File: config.mk
export PLATFORM = sky130hd
export DESIGN_NAME = token_avg_pool
export DESIGN_NICKNAME = d
export VERILOG_FILES = /design/src/rtl/token_avg_pool_pkg.sv /design/src/rtl/pool_round_shift.sv /design/src/rtl/token_avg_pool.sv
export SDC_FILE = /design/constraint.sdc
export NUM_CORES = 1
export LEC_CHECK = 0
export ABC_AREA = 1
export CAP_MARGIN = 0
export CELL_PAD_IN_SITES_DETAIL_PLACEMENT = 1
export CELL_PAD_IN_SITES_GLOBAL_PLACEMENT = 2
export CORE_MARGIN = 3
export CORE_UTILIZATION = 32
export CTS_CLUSTER_SIZE = 40
export DETAILED_ROUTE_END_ITERATION = 6
export GPL_TIMING_DRIVEN = 0
export PLACE_DENSITY = 0.8
export SETUP_SLACK_MARGIN = 0.3
export SYNTH_ARGS = -nofsm -noshare
export SYNTH_HDL_FRONTEND = slang
export SYNTH_SLANG_ARGS = --single-unit
File: constraint.sdc
create_clock -name clk -period 2.8 [get_ports clk]
set_input_delay 0.7 -clock clk [delete_from_list [all_inputs] [get_ports clk]]
set_output_delay 0.7 -clock clk [all_outputs]
set_load 0.01 [all_outputs]
File: src/rtl/token_avg_pool_pkg.sv
// token_avg_pool shared definitions.
// Token width, window size and pooling FSM states.
package token_avg_pool_pkg;

  localparam int att_width   = 16;
  localparam int POOL_TOKENS = 16;

  typedef enum logic [1:0] {
    IDLE,
    ACC,
    HOLD
  } pool_state_t;

endpackage

File: src/rtl/pool_round_shift.sv
// Signed round-half-up divide by 2^SHIFT.
// Adds half an LSB of the result, then arithmetic-shifts.
module pool_round_shift #(
  parameter int IN_W  = 21,
  parameter int SHIFT = 4,
  parameter int OUT_W = 16
) (
  input  logic signed [IN_W-1:0]  in_val,
  output logic signed [OUT_W-1:0] out_val
);

  localparam logic [IN_W-1:0] HALF =
    {{(IN_W-1){1'b0}}, 1'b1} << (SHIFT-1);

  logic signed [IN_W-1:0] biased;

  assign biased  = in_val + $signed(HALF);
  assign out_val = OUT_W'(biased >>> SHIFT);

endmodule

File: src/rtl/token_avg_pool.sv
// Token average pool: sums TOKENS signed tokens and
// emits their rounded mean over a valid/ready handshake.
module token_avg_pool
  import token_avg_pool_pkg::*;
#(
  parameter int DATA_W = att_width,
  parameter int TOKENS = POOL_TOKENS,
  parameter int LOG2_T = $clog2(TOKENS)
) (
  input  logic                     clk,
  input  logic                     rst,
  input  logic                     en,
  input  logic                     clr,
  input  logic                     in_valid,
  input  logic signed [DATA_W-1:0] in_data,
  output logic                     in_ready,
  output logic                     out_valid,
  input  logic                     out_ready,
  output logic signed [DATA_W-1:0] out_data,
  output logic                     busy,
  output logic                     err_overrun
);

  localparam int AW = DATA_W + LOG2_T + 1;
  localparam logic [LOG2_T-1:0] LAST =
    LOG2_T'(TOKENS-1);

  pool_state_t              state_q, state_d;
  logic signed [AW-1:0]     acc_q, acc_d;
  logic [LOG2_T-1:0]        cnt_q, cnt_d;
  logic signed [DATA_W-1:0] od_q, od_d;
  logic                     ov_q, ov_d;
  logic                     err_q, err_d;

  logic signed [AW-1:0]     tok_ext;
  logic signed [AW-1:0]     sum;
  logic signed [DATA_W-1:0] rounded;
  logic                     accept;

  assign tok_ext = {{(AW-DATA_W){in_data[DATA_W-1]}}, in_data};
  assign sum     = acc_q + tok_ext;

  pool_round_shift #(
    .IN_W  (AW),
    .SHIFT (LOG2_T),
    .OUT_W (DATA_W)
  ) u_round (
    .in_val  (sum),
    .out_val (rounded)
  );

  assign in_ready    = (state_q != HOLD);
  assign accept      = en & in_valid & in_ready;
  assign busy        = (state_q != IDLE);
  assign out_valid   = ov_q;
  assign out_data    = od_q;
  assign err_overrun = err_q;

  // Next-state and datapath update; clr overrides everything.
  always_comb begin
    state_d = state_q;
    acc_d   = acc_q;
    cnt_d   = cnt_q;
    od_d    = od_q;
    ov_d    = ov_q;
    err_d   = err_q | (en & in_valid & ~in_ready);
    unique case (state_q)
      IDLE: begin
        if (accept) begin
          acc_d   = tok_ext;
          cnt_d   = LOG2_T'(1);
          state_d = ACC;
        end
      end
      ACC: begin
        if (accept) begin
          acc_d = sum;
          cnt_d = cnt_q + LOG2_T'(1);
          if (cnt_q == LAST) begin
            od_d    = rounded;
            ov_d    = 1'b1;
            state_d = HOLD;
          end
        end
      end
      HOLD: begin
        if (ov_q & out_ready) begin
          ov_d    = 1'b0;
          acc_d   = '0;
          cnt_d   = '0;
          state_d = IDLE;
        end
      end
      default: state_d = IDLE;
    endcase
    if (clr) begin
      state_d = IDLE;
      acc_d   = '0;
      cnt_d   = '0;
      od_d    = '0;
      ov_d    = 1'b0;
      err_d   = 1'b0;
    end
  end

  // State and datapath registers.
  always_ff @(posedge clk or posedge rst) begin
    if (rst) begin
      state_q <= IDLE;
      acc_q   <= '0;
      cnt_q   <= '0;
      od_q    <= '0;
      ov_q    <= 1'b0;
      err_q   <= 1'b0;
    end else begin
      state_q <= state_d;
      acc_q   <= acc_d;
      cnt_q   <= cnt_d;
      od_q    <= od_d;
      ov_q    <= ov_d;
      err_q   <= err_d;
    end
  end

endmodule
**Word level (Yosys, flattened, before mapping)**

Index checks and enable logic that the tools add are counted.

- Add/sub/neg operators: 3
- Equality and inequality tests: 8
- Multiplexer cells: 26
- Bitwise operators: 6
- Reduce and logical (&&, ||, !) cells: 11

Operators by type and width:

| kind | number |
|---|---|
| $mux W21 | 4 |
| $mux W16 | 4 |
| $pmux W21 S3 | 1 |
| $add A21 B16 Y21 | 1 |
| $add A20 B5 Y20 const B | 1 |
| $mux W4 | 4 |
| $ne A3 B3 Y1 const B | 4 |
| $pmux W4 S3 | 1 |
| $reduce_and A4 Y1 | 3 |
| $mux W2 | 5 |
| $reduce_bool A2 Y1 | 4 |
| $pmux W2 S3 | 1 |
| $mux W1 | 5 |
| $add A4 B1 Y4 const B | 1 |
| $and A1 B1 Y1 | 4 |
| $eq A4 B4 Y1 const B | 1 |
| $reduce_bool A4 Y1 | 1 |
| $reduce_and A3 Y1 | 1 |
| $reduce_bool A3 Y1 | 1 |
| $eq A2 B1 Y1 const B | 1 |
| $eq A2 B2 Y1 const B | 1 |
| $logic_not A2 Y1 | 1 |
| $ne A2 B2 Y1 const B | 1 |
| $pmux W1 S2 | 1 |
| 2 further kinds | 2 |

- Bits in registers: 45
- Input bits: 22
- Output and inout bits: 20
- Word-level logic and storage cells: 60

**Logic depth before layout (Yosys ltp)**

Gate-level depths: netlist (run 1).

- Word-level depth: 6
- Gate-level depth with buffers: 19

**By module**

From an unflattened synthesis (run 1), not the netlist that was laid out.

- Cell total of the unflattened synthesis: 637
- Area, all modules: 4053.9 um^2

By module, submodules not included:

| module | times used | cells each | area an instance (um^2) |
|---|---|---|---|
| token_avg_pool | 1 | 553 | 3652.3 |
| pool_round_shift | 1 | 84 | 401.6 |

**Worst setup path after synthesis (run 1)**

No wires, ideal clock.

- Path type: input-to-reg
- Start: in in_data[0]
- End: reg od_q[15] (netlist: out_data[15])
- Data arrival time: 2.568 ns
- Required time: 2.683 ns
- Path slack: 0.115 ns
- Stages: 16
- Path buffers: 0
- Cells stage by stage: ha_1 inv_1 fa_1 nor2_1 nand2_1 nand3b_1 nand2_1 inv_1 ha_1 nand3_1 nor3_4 nand3_2 nor2_2 nand3_1 nand3_1 nand2_1

- Word-level cells in the longest chain between the ends: 6

Ends and longest elaborated chain:

| what | line | source |
|---|---|---|
| from (decl) | token_avg_pool.sv:15 | `input logic signed [DATA_W-1:0] in_data,` |
| $add A21 B16 Y21 | token_avg_pool.sv:41 | `assign sum = acc_q + tok_ext;` |
| $add A20 B5 Y20 | pool_round_shift.sv:17 | `assign biased = in_val + $signed(HALF);` |
| $mux W16 | token_avg_pool.sv:79 | `if (cnt_q == LAST) begin` |
| $mux W16 | token_avg_pool.sv:76 | `if (accept) begin` |
| $mux W16 | token_avg_pool.sv:67 | `unique case (state_q)` |
| $mux W16 | token_avg_pool.sv:96 | `if (clr) begin` |
| to (signal assigned) | token_avg_pool.sv:112 | `od_q <= '0;` |
| to (signal assigned) | token_avg_pool.sv:119 | `od_q <= od_d;` |
| to (decl) | token_avg_pool.sv:31 | `logic signed [DATA_W-1:0] od_q, od_d;` |

No other way between the ends. The select of a mux whose other input is x is not followed.
A chain may end at the register's enable or synchronous reset.

**Worst setup path in the final report (run 1)**

- Start: in in_data[0]
- End: reg od_q[11] (netlist: out_data[11])

The elaborated chain is that of the path after synthesis.

==> results.py, run 1 <==
metrics = {
    "final_layout": {
        "drive_gt1_share_pct": 25.7,
        "seq_area_um2": 1100,
        "syn_to_final_growth_pct": 37.1,
        "n_antenna_cell": 0,
        "nNetsFinal": 720,
        "multi_input_area_um2": 3000,
        "fill_cells": 1477,
    },
    "yosys": {
        "yosys.area.top_type": "dfrtp_1",
        "synth-seq-cells": 44,
        "synth_cell_type_count": 36,
        "synth_top_area_share_pct": 27.9,
        "synthMostInstantiatedCell": "nand2_1",
        "synthesis.nets": 648,
        "synth_common_cells": "nand2_1 (201), inv_1 (74), nand3_1 (49)",
        "synth_edf_count": 0,
        "ys_warn_count": 0,
        "synthFlopType": "dfrtp_1",
        "synth_cells": 600,
        "avgSynthCellArea_um2": 6.58,
        "yosysSeqAreaShare_pct": 27.9,
        "synth_area_leaders": "dfrtp_1 (28%), nand2_1 (19%), ha_1 (7.9%), inv_1 (7.0%), nand3_1 (6.2%)",
        "synth_area_um2": 3950,
        "synthArstFlopShare_pct": 100,
    },
    "critical_path": {
        "worstSetupPathType": "input pin to flop",
        "rr_startpoint": "acc_q[0]",
        "worst_ep_arrival_time_ns": 2.75,
        "path_max_fanout": 4,
        "cp-end-kind": "flop",
        "crit_required_ns": 2.99,
        "crit_path_start": "in_data[0]",
        "r2r.worst_path.cells": 17,
        "reg2reg_slack_ns": 0.29,
        "crit_end": "out_data[11]",
        "startpoint_type": "input pin",
        "r2r-end": "out_data[11]",
    },
    "clocking": {
        "cts_made_buffers": 5,
        "clock_latency_ns": 0.30,
        "cts_tree": "done",
        "cts.sinks": 44,
        "clkTransAtPathRegs_ns": 0.06,
        "root_buffer": "clkbuf_16",
        "h-tree-depth": 2,
        "clockBufferDepth": 2,
    },
    "die": {
        "fp.dieW_um": 117,
        "initial_utilization_pct": 33.7,
        "placementRows": 39,
        "dieArea_um2": 13700,
        "fp.dieH_um": 117,
        "io_pins": 42,
        "core_um2": 11700,
    },
    "route": {
        "firstDrtPassIters": 4,
        "wirelength_um": 14000,
        "wl_per_cell_um": 17.2,
        "drc_errors": 0,
        "drt-initial-drc-count": 137,
        "via_per_inst": 5.17,
        "dr_total_vias": 4215,
        "ant_nets": 0,
    },
    "global_route": {
        "overflow": 0,
        "grt_pass1_wl_um": 22100,
        "gr-usage-all-layers_pct": 21.0,
        "first_global_vias": 4395,
        "antenna_found_initial": 0,
        "grt_max_degree": 24,
    },
    "hold_path": {
        "min_path_type": "flop to flop",
    },
    "timing": {
        "period_minus_slack_ns": 2.56,
        "finalSetupTns_ns": 0,
        "drv_slew": 0,
        "slew_headroom_pct": 57.9,
        "skew_ns": 0.00761,
        "clock.fmax_mhz": 391,
        "finalSetupViolCount": 0,
        "tightest_slew_ns": 0.632,
        "rsz0062_at_grt": "yes",
        "fin_crit_sh_pct": 91.4,
        "hold_viol": 0,
    },
    "power_and_ir_drop": {
        "p_leak_nw": 2.63,
        "power.density_nw_per_um2": 921,
        "vdd_drop_max_uv": 450,
        "power.total_mw": 4.98,
    },
    "flow_run": {
        "maxCapViolCount": 0,
    },
    "place": {
        "dp_hpwl_um": 11000,
        "io_buffer_count": 40,
        "place_congestion": 0.829,
    },
    "outcome": {
        "status": "complete, no violations",
    },
}
[critical path, cell delays in order]
cell	delay (ns)
buf_8	0.08
ha_4	0.12
inv_2	0.04
fa_2	0.41
inv_2	0.08
nand2_2	0.06
nand2_4	0.09
nand3_4	0.09
nand2_4	0.12
nand2_4	0.06
nand2_4	0.09
nand2_4	0.07
nor3_4	0.24
nand3_2	0.16
nor2_4	0.14
nand2_1	0.07
nand3_2	0.07
nand2_1	0.05
[cell families after synthesis]
| logic type | after synthesis | share of synthesized area (%) |
|---|---|---|
| adder cells (fa/ha/maj) | 26 | 8.44 |
| flip-flops | 44 | 27.9 |
| AO/OA/AOI/OAI | 81 | 12.9 |
| AND/OR/NAND/NOR | 352 | 41.2 |
| XOR/XNOR | 2 | 0.444 |
| buffers and inverters | 95 | 9.10 |
[layout by cell type, fill, tap and decap left out, types with 5 or more instances in the layout]
cell type / n
nand2_4: 11
inv_1: 67
nand3_2: 12
nand3_1: 39
nand2_2: 36
nor2_4: 11
buf_4: 24
dlygate4sd2_1: 13
o21ai_1: 6
ha_4: 15
nor2_1: 25
a21oi_1: 13
o21ai_0: 32
clkdlybuf4s50_1: 24
nor2_2: 10
nand2_1: 177
clkbuf_16: 5
nand4_1: 8
ha_1: 9
a22o_1: 18
a32o_1: 5
inv_2: 20
nor3_1: 6
nand3_4: 6
dfrtp_1: 44
[cell type report]
class / count / area share, %
clock inverters: 2 / 1.11
multi-input cells: 461 / 55.4
clock buffers: 5 / 2.31
well taps: 143 / 3.31
flip-flops and latches: 44 / 20.4
inverters: 87 / 6.04
repair buffers: 65 / 10.8
plain buffers: 8 / 0.671
[report_power, final]
group          switching [mW]  internal, mW
clock network           0.267         0.507
logic                    2.19          1.15
registers               0.109         0.757
[through the flow]
step | hold WS (ns) | area (um2) | cells | util, % | worst slack [ns]
6_report | 0.473 | 5410 | 815 | 46.2 | 0.241
4_1_cts | 0.483 | 5170 | 804 | 44.2 | 0.258
3_5_place_dp | 0.474 | 4580 | 784 | 39.1 | -0.706
3_3_place_gp | 0.466 | 4560 | 783 | 39.0 | -0.611
5_1_grt | 0.506 | 5410 | 815 | 46.2 | 0.108
2_1_floorplan | 0.468 | 3990 | 600 | - | 0.272
[layer usage]
metal	share of wire, %	wire (um)	GRT usage, %	up-vias
met5	0	0	0	-
met4	3.2	447	8.56	0
li1	-	-	-	2102
met3	3.0	426	2.47	24
met1	45	6250	26.9	2026
met2	49	6870	35.7	63
[state kept, by name (all words and copies together), names as in the netlist]
| name | count |
|---|---|
| out_data | 16 |
| state_q | 2 |
| out_valid | 1 |
| cnt_q | 4 |
| acc_q | 20 |
| err_overrun | 1 |
[worst min path at each step]
stage                  from      endpoint  cells after the start
5_1_grt        out_data[11]  out_data[11]                      2
3_3_place_gp   out_data[11]  out_data[11]                      2
2_1_floorplan     acc_q[19]     acc_q[19]                      2
4_1_cts        out_data[11]  out_data[11]                      2
6_report       out_data[11]  out_data[11]                      2
3_5_place_dp    out_data[7]   out_data[7]                      2
[timing repair]
action	4_1_cts	5_1_grt
gates resized for setup	92	44
hold buffers	0	0
cloned	0	0
setup endpoints to repair	36	36
hold endpoints to repair	0	0
setup buffers	13	11
pin swaps	35	24
(Power assumes the default switching activity.)
==> run 2: changes to the inputs <==
==> constraint.sdc (replaced) <==
create_clock -name clk -period 2.8 [get_ports clk]
set_input_delay 0.84 -clock clk [delete_from_list [all_inputs] [get_ports clk]]
set_output_delay 0.84 -clock clk [all_outputs]
set_load 0.01 [all_outputs]
==> run 2 against run 1 <==
Effect of this change: sequential cell count stayed put; largest cell class unchanged; maximum frequency shrank 4.9%; clock skew grew 0.00087 ns; die area did not move; count of clock-buffer cells in the layout increased by 1; largest power group unchanged.
==> results.py, run 2 (same netlist as run 1, synthesis figures left out) <==
metrics = {
    "outcome": {
        "status": "complete, no violations",
    },
    "hold_path": {
        "min_path_type": "flop to flop",
    },
    "timing": {
        "slew_headroom_pct": 47.7,
        "hold_viol": 0,
        "clock.fmax_mhz": 372,
        "rsz0062_at_grt": "yes",
        "drv_slew": 0,
        "skew_ns": 0.00848,
        "period_minus_slack_ns": 2.69,
        "fin_crit_sh_pct": 96.1,
        "finalSetupViolCount": 0,
        "setup_slack_ns": 0.109,
        "tightest_slew_ns": 0.778,
    },
    "global_route": {
        "grt_max_degree": 33,
        "first_global_vias": 4517,
        "overflow": 0,
        "gr-usage-all-layers_pct": 21.7,
        "antenna_found_initial": 0,
        "grt_pass1_wl_um": 22800,
    },
    "critical_path": {
        "crit_required_ns": 3.03,
        "rr_startpoint": "acc_q[0]",
        "max_stage_delay_ns": 0.33,
        "cp_cell_sequence": "dlygate4sd2_1 -> ha_4 -> nand2_4 -> nor2_4 -> nand4_1 -> nand4_1 -> nand2_4 -> nor2_8 -> nand3_4 -> nor2_4 -> nand2_1 -> nand2_1 -> nand3_1 -> nand2_1",
        "worst_ep_arrival_time_ns": 2.92,
        "reg2reg_slack_ns": 0.32,
        "r2r.worst_path.cells": 16,
        "crit_end": "out_data[14]",
        "path_max_fanout": 6,
        "worstSetupPathType": "input pin to flop",
        "cp_common_cell": "nand2_1",
        "crit_path_start": "in_data[8]",
        "critPathSlowestCell": "ha_4",
        "r2r-end": "out_data[14]",
        "cp-end-kind": "flop",
        "startpoint_type": "input pin",
    },
    "die": {
        "io_pins": 42,
        "core_um2": 11700,
        "dieArea_um2": 13700,
        "placementRows": 39,
        "initial_utilization_pct": 33.7,
        "fp.dieW_um": 117,
        "fp.dieH_um": 117,
    },
    "final_layout": {
        "multi_input_area_um2": 3070,
        "nNetsFinal": 726,
        "largest_reg_flops": 20,
        "utilization_pct": 47.1,
        "largest-register": "acc_q",
        "final_cell_mix": "nand2_1 (170), inv_1 (63), dfrtp_1 (44)",
        "final_common_cell": "nand2_1",
        "n_antenna_cell": 0,
        "seq_area_um2": 1100,
        "syn_to_final_growth_pct": 39.7,
        "fill_cells": 1467,
        "drive_gt1_share_pct": 29.3,
        "fin_cells": 822,
    },
    "route": {
        "drc_errors": 0,
        "ant_nets": 0,
        "dr_total_vias": 4227,
        "firstDrtPassIters": 4,
        "drt-initial-drc-count": 141,
        "via_per_inst": 5.14,
        "wl_per_cell_um": 17.5,
        "wirelength_um": 14400,
    },
    "power_and_ir_drop": {
        "power.density_nw_per_um2": 923,
        "vdd_drop_max_uv": 357,
        "p_leak_nw": 2.67,
    },
    "clocking": {
        "clock_latency_ns": 0.30,
        "cts_made_buffers": 5,
        "cts_tree": "done",
        "root_buffer": "clkbuf_16",
        "ctsHoldBuffers": 0,
        "cts.sinks": 44,
        "clkTransAtPathRegs_ns": 0.06,
        "clockBufferDepth": 2,
        "h-tree-depth": 2,
    },
    "place": {
        "place_congestion": 0.835,
        "io_buffer_count": 40,
        "dp.cells": 784,
        "dp_hpwl_um": 11000,
        "pre_cts_ws_ns": -0.821,
    },
    "flow_run": {
        "maxCapViolCount": 0,
    },
}
## run 2: worst min path at each step
| stage | cells after the start | startpoint | slack, ns | endpoint |
|---|---|---|---|---|
| floorplan | 2 | acc_q[19] | 0.47 | acc_q[19] |
| finish | 2 | out_data[14] | 0.48 | out_data[14] |
| global placement | 2 | out_data[11] | 0.47 | out_data[11] |
| detailed placement | 2 | out_data[7] | 0.47 | out_data[7] |
| global route | 2 | out_data[14] | 0.53 | out_data[14] |
| CTS | 2 | out_data[14] | 0.48 | out_data[14] |
## run 2: final cells by class
cell class / instances / area share [%]
multi-input cells: 461 / 55.7
clock buffers: 6 / 2.34
flip-flops and latches: 44 / 20.0
repair buffers: 71 / 11.5
plain buffers: 8 / 0.658
well taps: 143 / 3.25
inverters: 87 / 5.99
clock inverters: 2 / 0.636
## run 2: what timing repair did
action | CTS | global route
gates resized for setup | 115 | 53
endpoints found under the setup margin | 37 | 38
pin swaps | 55 | 18
buffers inserted | 24 | 6
endpoints found under the hold margin | 0 | 0
## run 2: worst max-delay path, delay by kind of cell
family                     cells  cell delay [ns]
and+or+nand+nor               12             1.47
buffers and inverters          1             0.28
adders and majority gates      1             0.33
## run 2: per-stage QoR
step / setup TNS, ns / power, mW / hold WS (ns) / cell area, um2
after floorplan: 0 / 2.79 / 0.468 / 3990
after global routing: -0.144 / 5.52 / 0.525 / 5510
after CTS: 0 / 4.88 / 0.482 / 5320
after detailed placement: -17.59 / 3.64 / 0.470 / 4590
final: 0 / 5.09 / 0.475 / 5510
after global placement: -24.85 / 3.56 / 0.467 / 4570
## run 2: routing by layer
| metal | share of wire [%] | GRT usage [%] | vias up |
|---|---|---|---|
| li1 | - | - | 2108 |
| met1 | 44 | 27.2 | 2056 |
| met2 | 51 | 39.7 | 50 |
| met3 | 3.3 | 2.37 | 13 |
| met4 | 1.4 | 5.35 | 0 |
| met5 | 0 | 0 | - |
## run 2: power breakdown
| group | internal (mW) | leakage [nW] | switching [mW] |
|---|---|---|---|
| Combinational | 1.27 | 1.99 | 2.26 |
| Clock | 0.421 | 0.0808 | 0.266 |
| Sequential | 0.757 | 0.596 | 0.116 |
